File: src/rtl/sys_cntr_tx.sv
`default_nettype none
// ---------------------------------------------------------------------------
// sys_cntr_tx : serialises register-read bytes and 2-byte ALU results into
//               the Tx FIFO with round-robin arbitration.      Rev 1.0
// ---------------------------------------------------------------------------
module sys_cntr_tx #(
  parameter int width = 8
) (
  input  logic               CLK,
  input  logic               Reset,
  input  logic [width-1:0]   RdData,
  input  logic               RdData_Valid,
  input  logic [2*width-1:0] ALU_OUT,
  input  logic               OUT_Valid,
  input  logic               FIFO_Full,
  output logic               WR_INC,
  output logic [width-1:0]   WR_DATA,
  output logic               Busy,
  output logic               Overrun
);

  typedef enum logic [1:0] {
    IDLE        = 2'd0,
    SEND_RD     = 2'd1,
    SEND_ALU_LO = 2'd2,
    SEND_ALU_HI = 2'd3
  } state_t;

  state_t             state_q, state_d;
  logic [width-1:0]   rd_buf_q, rd_buf_d;
  logic [2*width-1:0] alu_buf_q, alu_buf_d;
  logic               rd_pend_q, rd_pend_d;
  logic               alu_pend_q, alu_pend_d;
  logic               overrun_q, overrun_d;

  logic push, rd_clr, alu_clr;

  always_comb begin
    push    = (state_q != IDLE) && !FIFO_Full;
    rd_clr  = push && (state_q == SEND_RD);
    alu_clr = push && (state_q == SEND_ALU_HI);

    state_d = state_q;
    case (state_q)
      IDLE: begin
        if (rd_pend_q)       state_d = SEND_RD;
        else if (alu_pend_q) state_d = SEND_ALU_LO;
      end
      SEND_RD:     if (push) state_d = alu_pend_q ? SEND_ALU_LO : IDLE;
      SEND_ALU_LO: if (push) state_d = SEND_ALU_HI;
      SEND_ALU_HI: if (push) state_d = rd_pend_q ? SEND_RD : IDLE;
      default:     state_d = IDLE;
    endcase

    // A strobe on the clearing edge refills the buffer and keeps the flag set.
    rd_buf_d  = rd_buf_q;
    rd_pend_d = rd_pend_q && !rd_clr;
    if (RdData_Valid && (!rd_pend_q || rd_clr)) begin
      rd_buf_d  = RdData;
      rd_pend_d = 1'b1;
    end

    alu_buf_d  = alu_buf_q;
    alu_pend_d = alu_pend_q && !alu_clr;
    if (OUT_Valid && (!alu_pend_q || alu_clr)) begin
      alu_buf_d  = ALU_OUT;
      alu_pend_d = 1'b1;
    end

    overrun_d = (RdData_Valid && rd_pend_q && !rd_clr) ||
                (OUT_Valid && alu_pend_q && !alu_clr);
  end

  always_ff @(posedge CLK or negedge Reset) begin
    if (!Reset) begin
      state_q    <= IDLE;
      rd_buf_q   <= '0;
      alu_buf_q  <= '0;
      rd_pend_q  <= 1'b0;
      alu_pend_q <= 1'b0;
      overrun_q  <= 1'b0;
    end else begin
      state_q    <= state_d;
      rd_buf_q   <= rd_buf_d;
      alu_buf_q  <= alu_buf_d;
      rd_pend_q  <= rd_pend_d;
      alu_pend_q <= alu_pend_d;
      overrun_q  <= overrun_d;
    end
  end

  always_comb begin
    WR_DATA = '0;
    case (state_q)
      SEND_RD:     WR_DATA = rd_buf_q;
      SEND_ALU_LO: WR_DATA = alu_buf_q[width-1:0];
      SEND_ALU_HI: WR_DATA = alu_buf_q[2*width-1:width];
      default:     WR_DATA = '0;
    endcase
  end

  assign WR_INC  = push;
  assign Busy    = (state_q != IDLE) || rd_pend_q || alu_pend_q;
  assign Overrun = overrun_q;

endmodule
`default_nettype wire

File: config.mk
export PLATFORM = sky130hd
export DESIGN_NAME = sys_cntr_tx
export DESIGN_NICKNAME = d
export VERILOG_FILES = /design/src/rtl/sys_cntr_tx.sv
export SDC_FILE = /design/constraint.sdc
export NUM_CORES = 1
export LEC_CHECK = 0
export BUFFER_PORTS_ARGS = -buffer_cell sky130_fd_sc_hd__buf_4
export CAP_MARGIN = 20
export CORE_ASPECT_RATIO = 0.5
export CORE_MARGIN = 2
export CORE_UTILIZATION = 40
export CTS_CLUSTER_SIZE = 24
export DETAILED_ROUTE_END_ITERATION = 10
export SLEW_MARGIN = 20
export SYNTH_ARGS = -nofsm -noshare
export SYNTH_HDL_FRONTEND = slang
export SYNTH_SLANG_ARGS = --single-unit
File: constraint.sdc
create_clock -name CLK -period 1.8 [get_ports CLK]
set_clock_uncertainty 0.15 [all_clocks]
set_input_delay 0.36 -clock CLK [delete_from_list [all_inputs] [get_ports CLK]]
set_output_delay 0.36 -clock CLK [all_outputs]
set_load 0.005 [all_outputs]
## Word-level counts from Yosys, hierarchy flattened

Cells that the tools add are included.

| word-level totals | value |
|---|---|
| flip-flop bits (word level) | 29 |
| word-level logic and storage cells | 48 |

| operators by class | value |
|---|---|
| equality and inequality tests | 7 |
| multiplexer cells | 11 |
| reductions and logical operators | 24 |

Operator list:

| kind | count |
|---|---|
| $pmux W8 S3 | 1 |
| $mux W2 | 6 |
| $logic_and A1 B1 Y1 | 11 |
| $pmux W2 S4 | 1 |
| $ne A2 B2 Y1 const B | 3 |
| $logic_not A1 Y1 | 5 |
| $logic_or A1 B1 Y1 | 5 |
| $eq A2 B2 Y1 const B | 2 |
| $reduce_and A4 Y1 | 1 |
| $mux W1 | 3 |
| $ne A3 B3 Y1 const B | 1 |
| $eq A2 B1 Y1 const B | 1 |
| $logic_not A2 Y1 | 1 |
| $reduce_bool A2 Y1 | 1 |

## Depth between registers and ports, before layout

Gate-level depths: netlist of the first run.

| logic depth | value |
|---|---|
| depth after elaboration | 6 |
| gate-level depth with buffers | 4 |
| gate-level depth less buffers | 3 |

## Worst setup path before layout of the first run

OpenSTA, ideal clock, no wires.

| path | value |
|---|---|
| path type | register to output |
| from | reg state_q[0] |
| to | out WR_DATA[1] |
| data arrival time | 1.137 ns |
| required time | 1.290 ns |
| setup slack | 0.153 ns |
| cell stages (with the launch flop) | 4 |
| cells stage by stage | dfrtp_1 buf_2 mux2_2 a22o_1 |

| between the ends | value |
|---|---|
| word-level cells in the longest chain between the ends | 2 |

RTL lines:

| element | RTL line | text |
|---|---|---|
| from (decl) | 29 | `state_t state_q, state_d;` |
| from (signal assigned) | 83 | `state_q <= state_d;` |
| $eq A2 B2 Y1 / $eq A2 B1 Y1 (equally long branches) | 94 | `case (state_q)` |
| $pmux W8 S3 (*) | 94 |  |
| to (decl) | 17 | `output logic [width-1:0] WR_DATA,` |

Mark *: on every way between the ends. The rest lies on a longest branch, timed or not.

## Worst setup path in the final report of the first run

Ends and elaborated chain as after synthesis.

==> summary.txt, run 1 <==
Drt
  – Vias/cell: roughly 5.0
  – Metal2 WL: 1240 µm
  – Top layer in use: met3
  – # DRC: 0
  – Drt first pass iters: 5
  – Wl on met1: ~1500 µm
  – Antenna Nets Post-Route: 0
  – Routed WL per cell: between 15 and 20 µm
  – Vias after detailed routing: 958
  – Final WL: 2870 µm
  – Drt first-iter violations: 40
  – Met3 wire len: between 150 and 200 µm

Die
  – Initial Util: roughly 43%
  – Die W: 85.6 µm
  – Io pins: 40
  – Full die area: around 3800 µm²
  – Row count: 14
  – Core ar.: slightly above 3000 µm²
  – Die span in y: ~45 µm

Worst setup path
  – Worst setup path startpoint: state_q[0]
  – Endpoint class of the critical path: output pin
  – Worst EP arrival: 1.49 ns
  – Reg2Reg Setup Slack: -0.05 ns
  – Critical Path End: WR_DATA[1]
  – Worst Path Max Fanout: 7
  – Worst endpoint required time: 1.29 ns
  – FF-to-FF path depth: 6
  – Reg-to-reg startpoint: state_q[0]
  – Setup crit start kind: register
  – WS Path Type: reg -> out
  – RR Endpoint: alu_buf_q[8]

Finish
  – Design Area, Final: 2000 µm²
  – N_diodes: 0
  – Reg area: just over 700 µm²
  – Cell Count, Final, Fillers Out: between 150 and 200
  – Area of the multi-input gates: approximately 690 µm²
  – Share of cells above drive strength 1: approximately 63%
  – Final nets: 178
  – Fill cells: approximately 250
  – Area delta synth->final: 49.8%
  – Final Core Density: 64.7%

Synthesis
  – Asr flop ratio synth: 100%
  – Count of unique library cells instantiated by Yosys: 21
  – Top-count cell post-synth: dfrtp_1
  – Main area contributors after synthesis: dfrtp_1 54%, mux2_2 19%, mux2_1 8.5%
  – Syn Inst Count: 96
  – Post-synth top flop: dfrtp_1
  – Synth cell count leaders: 29 x dfrtp_1, 22 x mux2_2, 10 x mux2_1, 9 x a22o_1, 4 x nand2_1
  – Top cell type's share of synthesized area: 54.5%
  – Synthesized flop and latch total: 29
  – Synthesized Nets: roughly 130
  – Seq/Total Area, Yosys: a little over half
  – Yosys warning count: 0
  – Area leader, netlist: dfrtp_1
  – Syn_area_per_cell: 13.9 µm²
  – Post-synth EDFFs: 0
  – Post-Synthesis Cell Area: roughly 1300 µm²

CTS
  – TritonCTS Sinks: 29
  – CTS max path bufs: 2
  – Maximum level of the CTS H-tree: 2
  – Clk slew on worst S/H paths: 0.06 ns
  – Num CTS Buffers: 5
  – Clock tree from TritonCTS: built
  – Clock Latency Late Sink: 0.27 ns
  – Root buffer cell: clkbuf_8

Timing
  – Final period util: 111%
  – Slew margin rel.: 75.2%
  – Post-route setup slack: -0.196 ns
  – Fin. Hold Viols: 0
  – Setup-failing EPs final: 24
  – Max-slew violations: 0
  – Min cycle time layout: 2.00 ns
  – Worst Tran Pin Value: between 0.3 and 0.4 ns
  – RSZ-0062 raised after global routing: yes
  – Setup_tns: -2.03 ns
  – Max frequency: between 500 and 600 MHz

Pwr
  – Pleak: roughly 0.96 nW
  – Cell Pwr Density: between 1500 and 2000 nW/µm²
  – Peak VDD IR: 0.855 mV

Global route
  – Initial antenna violation count: 0
  – Vias in the first global route: around 960
  – Global-route wire length before repair: approximately 4400 µm
  – Grt ovf: 0
  – Largest net degree at the start of global routing: 30
  – Gr usage total: 15.3%

Outcome
  – Failing checks: negative setup slack
  – Outcome: finished, violations left

Flow run
  – MaxCap Viol Count: 0

Place
  – Placed cell count: ~180
  – IO Port Bufs: 39
  – GP Congestion: around 0.75
  – Place WS: 0.0335 ns
  – Placement Cell Area: about 1700 µm²
  – Dpl hpwl: about 1900 µm

Worst hold path
  – Hold Crit Class: in -> reg
[worst max-delay path: stages (launching register included)]
cell and delay, ns:
dfrtp_1 0.41, buf_6 0.18, mux2_4 0.30, a22o_1 0.20
buf_6 0.12
[layout by cell type (no fill, tap or decap), types with 2 or more instances in the layout]
master	instances
mux2_2	7
nand2b_1	2
clkbuf_8	5
mux2_4	25
clkinv_2	2
nor2_1	2
inv_1	2
nand2_1	4
buf_6	5
a32oi_1	2
buf_4	41
a22o_1	9
dfrtp_1	29
buf_12	2
[final cells by class]
class | count | share of cell area, %
sequential | 29 | 36.4
multi-input combinational | 61 | 34.4
timing repair buffer | 50 | 22.0
clock buffer | 5 | 3.45
tap | 40 | 2.51
clock inverter | 3 | 0.878
inverter | 2 | 0.376
[cell families (layout without fill, tap and decap cells)]
kind of cell,Yosys count,after routing,share of synthesized area (%)
buffers and inverters,6,60,2.35
AOI/OAI and AO/OA,17,17,11.3
muxes,32,32,27.0
DFF,29,29,54.5
and+or+nand+nor,12,12,4.88
[sequential cells by signal, summed over array words and instances, names as in the netlist]
register,cells
Overrun,1
alu_buf_q,16
alu_pend_q,1
rd_buf_q,8
rd_pend_q,1
state_q,2
[timing repair]
| action | CTS | global route |
|---|---|---|
| hold buffers | 1 | 0 |
| buffers inserted | 1 | 1 |
| setup endpoints to repair | 8 | 34 |
| gates resized for setup | 13 | 21 |
| pin swaps | 1 | 2 |
| endpoints found under the hold margin | 29 | 0 |
| cloned | 0 | 1 |
[per-layer routing]
layer,GRT usage [%],up-vias
met5,0,-
met4,2.86,0
met3,6.58,0
met2,23.9,20
met1,20.4,484
li1,-,454
[how the worst min path moves through the flow]
stage / slack [ns] / end / cells after the start / startpoint
finish: 0.15 / alu_pend_q / 2 / OUT_Valid
CTS: 0.14 / alu_pend_q / 2 / OUT_Valid
detailed placement: 0.15 / alu_buf_q[15] / 1 / Reset
floorplan: -0.09 / Overrun / 0 / Reset
global route: 0.14 / alu_pend_q / 2 / OUT_Valid
global placement: 0.16 / alu_buf_q[2] / 1 / Reset
[where the power goes]
group          leakage (nW)  internal [mW]  switching [mW]
Combinational         0.582           1.19           0.584
Clock                0.0439          0.266           0.258
Sequential            0.338          0.972           0.198
Total                 0.964           2.43            1.04
[through the flow]
step	power, mW	hold WS, ns
after floorplan	1.94	-0.0856
after global placement	2.48	0.159
after detailed placement	2.50	0.155
after CTS	3.19	0.135
after global routing	3.68	0.142
final	3.47	0.145
Power figures use the tool's default switching activity.
==> run 2: changes to the inputs <==
--- a/config.mk
+++ b/config.mk
@@ -12,6 +12,7 @@
 export CORE_UTILIZATION = 40
 export CTS_CLUSTER_SIZE = 24
 export DETAILED_ROUTE_END_ITERATION = 10
+export SETUP_SLACK_MARGIN = 0.2
 export SLEW_MARGIN = 20
 export SYNTH_ARGS = -nofsm -noshare
 export SYNTH_HDL_FRONTEND = slang
==> summary.txt, run 2 (same netlist as run 1, synthesis figures left out) <==
CTS
  – CTS max path bufs: 2
  – Num CTS Buffers: 5
  – Clock Latency Late Sink: approximately 0.28 ns
  – Root buffer cell: clkbuf_8
  – TritonCTS Sinks: 29
  – Maximum level of the CTS H-tree: 2
  – Clk slew on worst S/H paths: ~0.06 ns
  – Clock tree from TritonCTS: built

Worst setup path
  – WP buf/inv: 2
  – Worst endpoint required time: 1.29 ns
  – Family with the most delay on the worst path: flip-flops
  – Worst Path Max Fanout: 6
  – Worst path cell trace: buf_6 -> mux2_2 -> a22o_1 -> buf_4
  – Worst path max stage delay: 0.38 ns
  – Critical path's slowest cell: dfrtp_2
  – WS Path Type: reg -> out
  – Endpoint class of the critical path: output pin
  – Setup crit start kind: register
  – Worst EP arrival: 1.46 ns

Finish
  – Final nets: 178
  – Largest register by flop count: alu_buf_q
  – Share of cells above drive strength 1: a little over three fifths
  – Design Area, Final: around 2000 µm²
  – Largest regs: alu_buf_q x16, rd_buf_q x8, state_q x2
  – Area delta synth->final: 50.0%
  – Number of flip-flops under the largest register name: 16
  – Commonest non-fill, non-tap cell in the layout: buf_4
  – Most frequent cells in the layout: 41 x buf_4, 27 x dfrtp_1, 27 x mux2_4, 9 x a22o_1, 6 x buf_6
  – N_diodes: 0

Die
  – Die span in y: ~45 µm
  – Core ar.: slightly above 3000 µm²
  – Io pins: 40
  – Row count: 14
  – Die W: approximately 86 µm
  – Initial Util: a little over two fifths
  – Full die area: between 3000 and 4000 µm²

Timing
  – Max-slew violations: 0
  – Fin. Hold Viols: 0
  – Min cycle time layout: about 2 ns
  – RSZ-0062 raised after global routing: yes
  – Worst hold margin: 0.147 ns
  – Worst Tran Pin Value: 0.373 ns
  – Post-route setup slack: -0.173 ns
  – Setup-failing EPs final: 10
  – Final period util: 110%
  – Slew margin rel.: between 70% and 80%
  – Max frequency: 507 MHz

Global route
  – Gr usage total: between 10% and 20%
  – Vias in the first global route: slightly above 1000
  – Global-route wire length before repair: 4620 µm
  – Largest net degree at the start of global routing: 30
  – Initial antenna violation count: 0
  – Grt ovf: 0

Drt
  – # DRC: 0
  – Drt first-iter violations: 25
  – Vias after detailed routing: about 950
  – Routed WL per cell: around 16 µm
  – Antenna Nets Post-Route: 0
  – Drt first pass iters: 3
  – Vias/cell: 4.98
  – Final WL: 3080 µm

Place
  – GP Congestion: around 0.7
  – Dpl hpwl: 1960 µm
  – Placement Cell Area: about 1700 µm²
  – IO Port Bufs: 39
  – Place WS: -0.0502 ns

Pwr
  – Total power draw: approximately 3.5 mW
  – Cell Pwr Density: approximately 1800 nW/µm²
  – Peak VDD IR: slightly above 0.8 mV
  – Pleak: between 0.9 and 1 nW

Worst hold path
  – Hold Crit Class: in -> reg

Outcome
  – Failing checks: negative setup slack
  – Outcome: finished, violations left

Flow run
  – MaxCap Viol Count: 0
==> run 2: cell count changes in the layout (fill, tap and decap cells not counted) <==
cell	delta
buf_6	+1
clkbuf_1	+1
clkbuf_16	-1
clkinvlp_4	-1
dfrtp_1	-2
dfrtp_2	+2
mux2_2	-2
mux2_4	+2
nor2b_2	-1
nor2b_4	+1
nor3b_2	-1
nor3b_4	+1
==> run 2: per-layer routing <==
| layer | track usage (%) | wire length, µm | vias to the layer above |
|---|---|---|---|
| met4 | 4.76 | 0 | 0 |
| met2 | 26.6 | 1430 | 20 |
| met5 | 0 | 0 | - |
| li1 | - | - | 454 |
| met1 | 21.2 | 1500 | 473 |
| met3 | 6.40 | 157 | 0 |
==> run 2: final cells by class <==
class                      count  area [µm²]
tap                           40        50.0
clock inverter                 2        10.0
inverter                       2        7.51
clock buffer                   6        72.6
multi-input combinational     61         706
sequential                    29         728
fill                         241        1080
timing repair buffer          50         425
==> run 2: stage by stage <==
stage	instances	utilization, %	TNS, ns
after floorplan	96	-	0
after global placement	177	55.4	-0.0440
after detailed placement	177	55.4	-0.387
after CTS	190	62.5	-1.67
after global routing	190	64.9	-1.84
final	190	64.9	-1.38
==> run 2: final timing paths <==
| kind | from | endpoint | slack [ns] | depth (start not counted) |
|---|---|---|---|---|
| worst max-delay path | state_q[0] | WR_DATA[4] | -0.17 | 4 |
| worst min-delay path | OUT_Valid | alu_pend_q | 0.15 | 2 |
| worst max register to register | state_q[0] | alu_buf_q[6] | 0.06 | 6 |
| worst min register to register | alu_buf_q[13] | alu_buf_q[13] | 0.36 | 1 |
| max in group asynchronous | Reset | state_q[0] | 0.80 | 2 |
| min in group asynchronous | Reset | alu_buf_q[15] | 0.40 | 2 |
==> run 2: timing repair <==
action	4_1_cts	5_1_grt
hold buffers	1	0
gates resized for setup	23	19
buffers inserted	4	0
pin swaps	8	4
endpoints found under the setup margin	34	34
endpoints found under the hold margin	29	0
==> run 2: where the power goes <==
| part | switching, mW | total (mW) | leakage (nW) | internal (mW) |
|---|---|---|---|---|
| Sequential | 0.229 | 1.21 | 0.336 | 0.977 |
| Clock | 0.244 | 0.511 | 0.0450 | 0.267 |
| Combinational | 0.597 | 1.80 | 0.599 | 1.20 |
| Total | 1.07 | 3.51 | 0.980 | 2.44 |
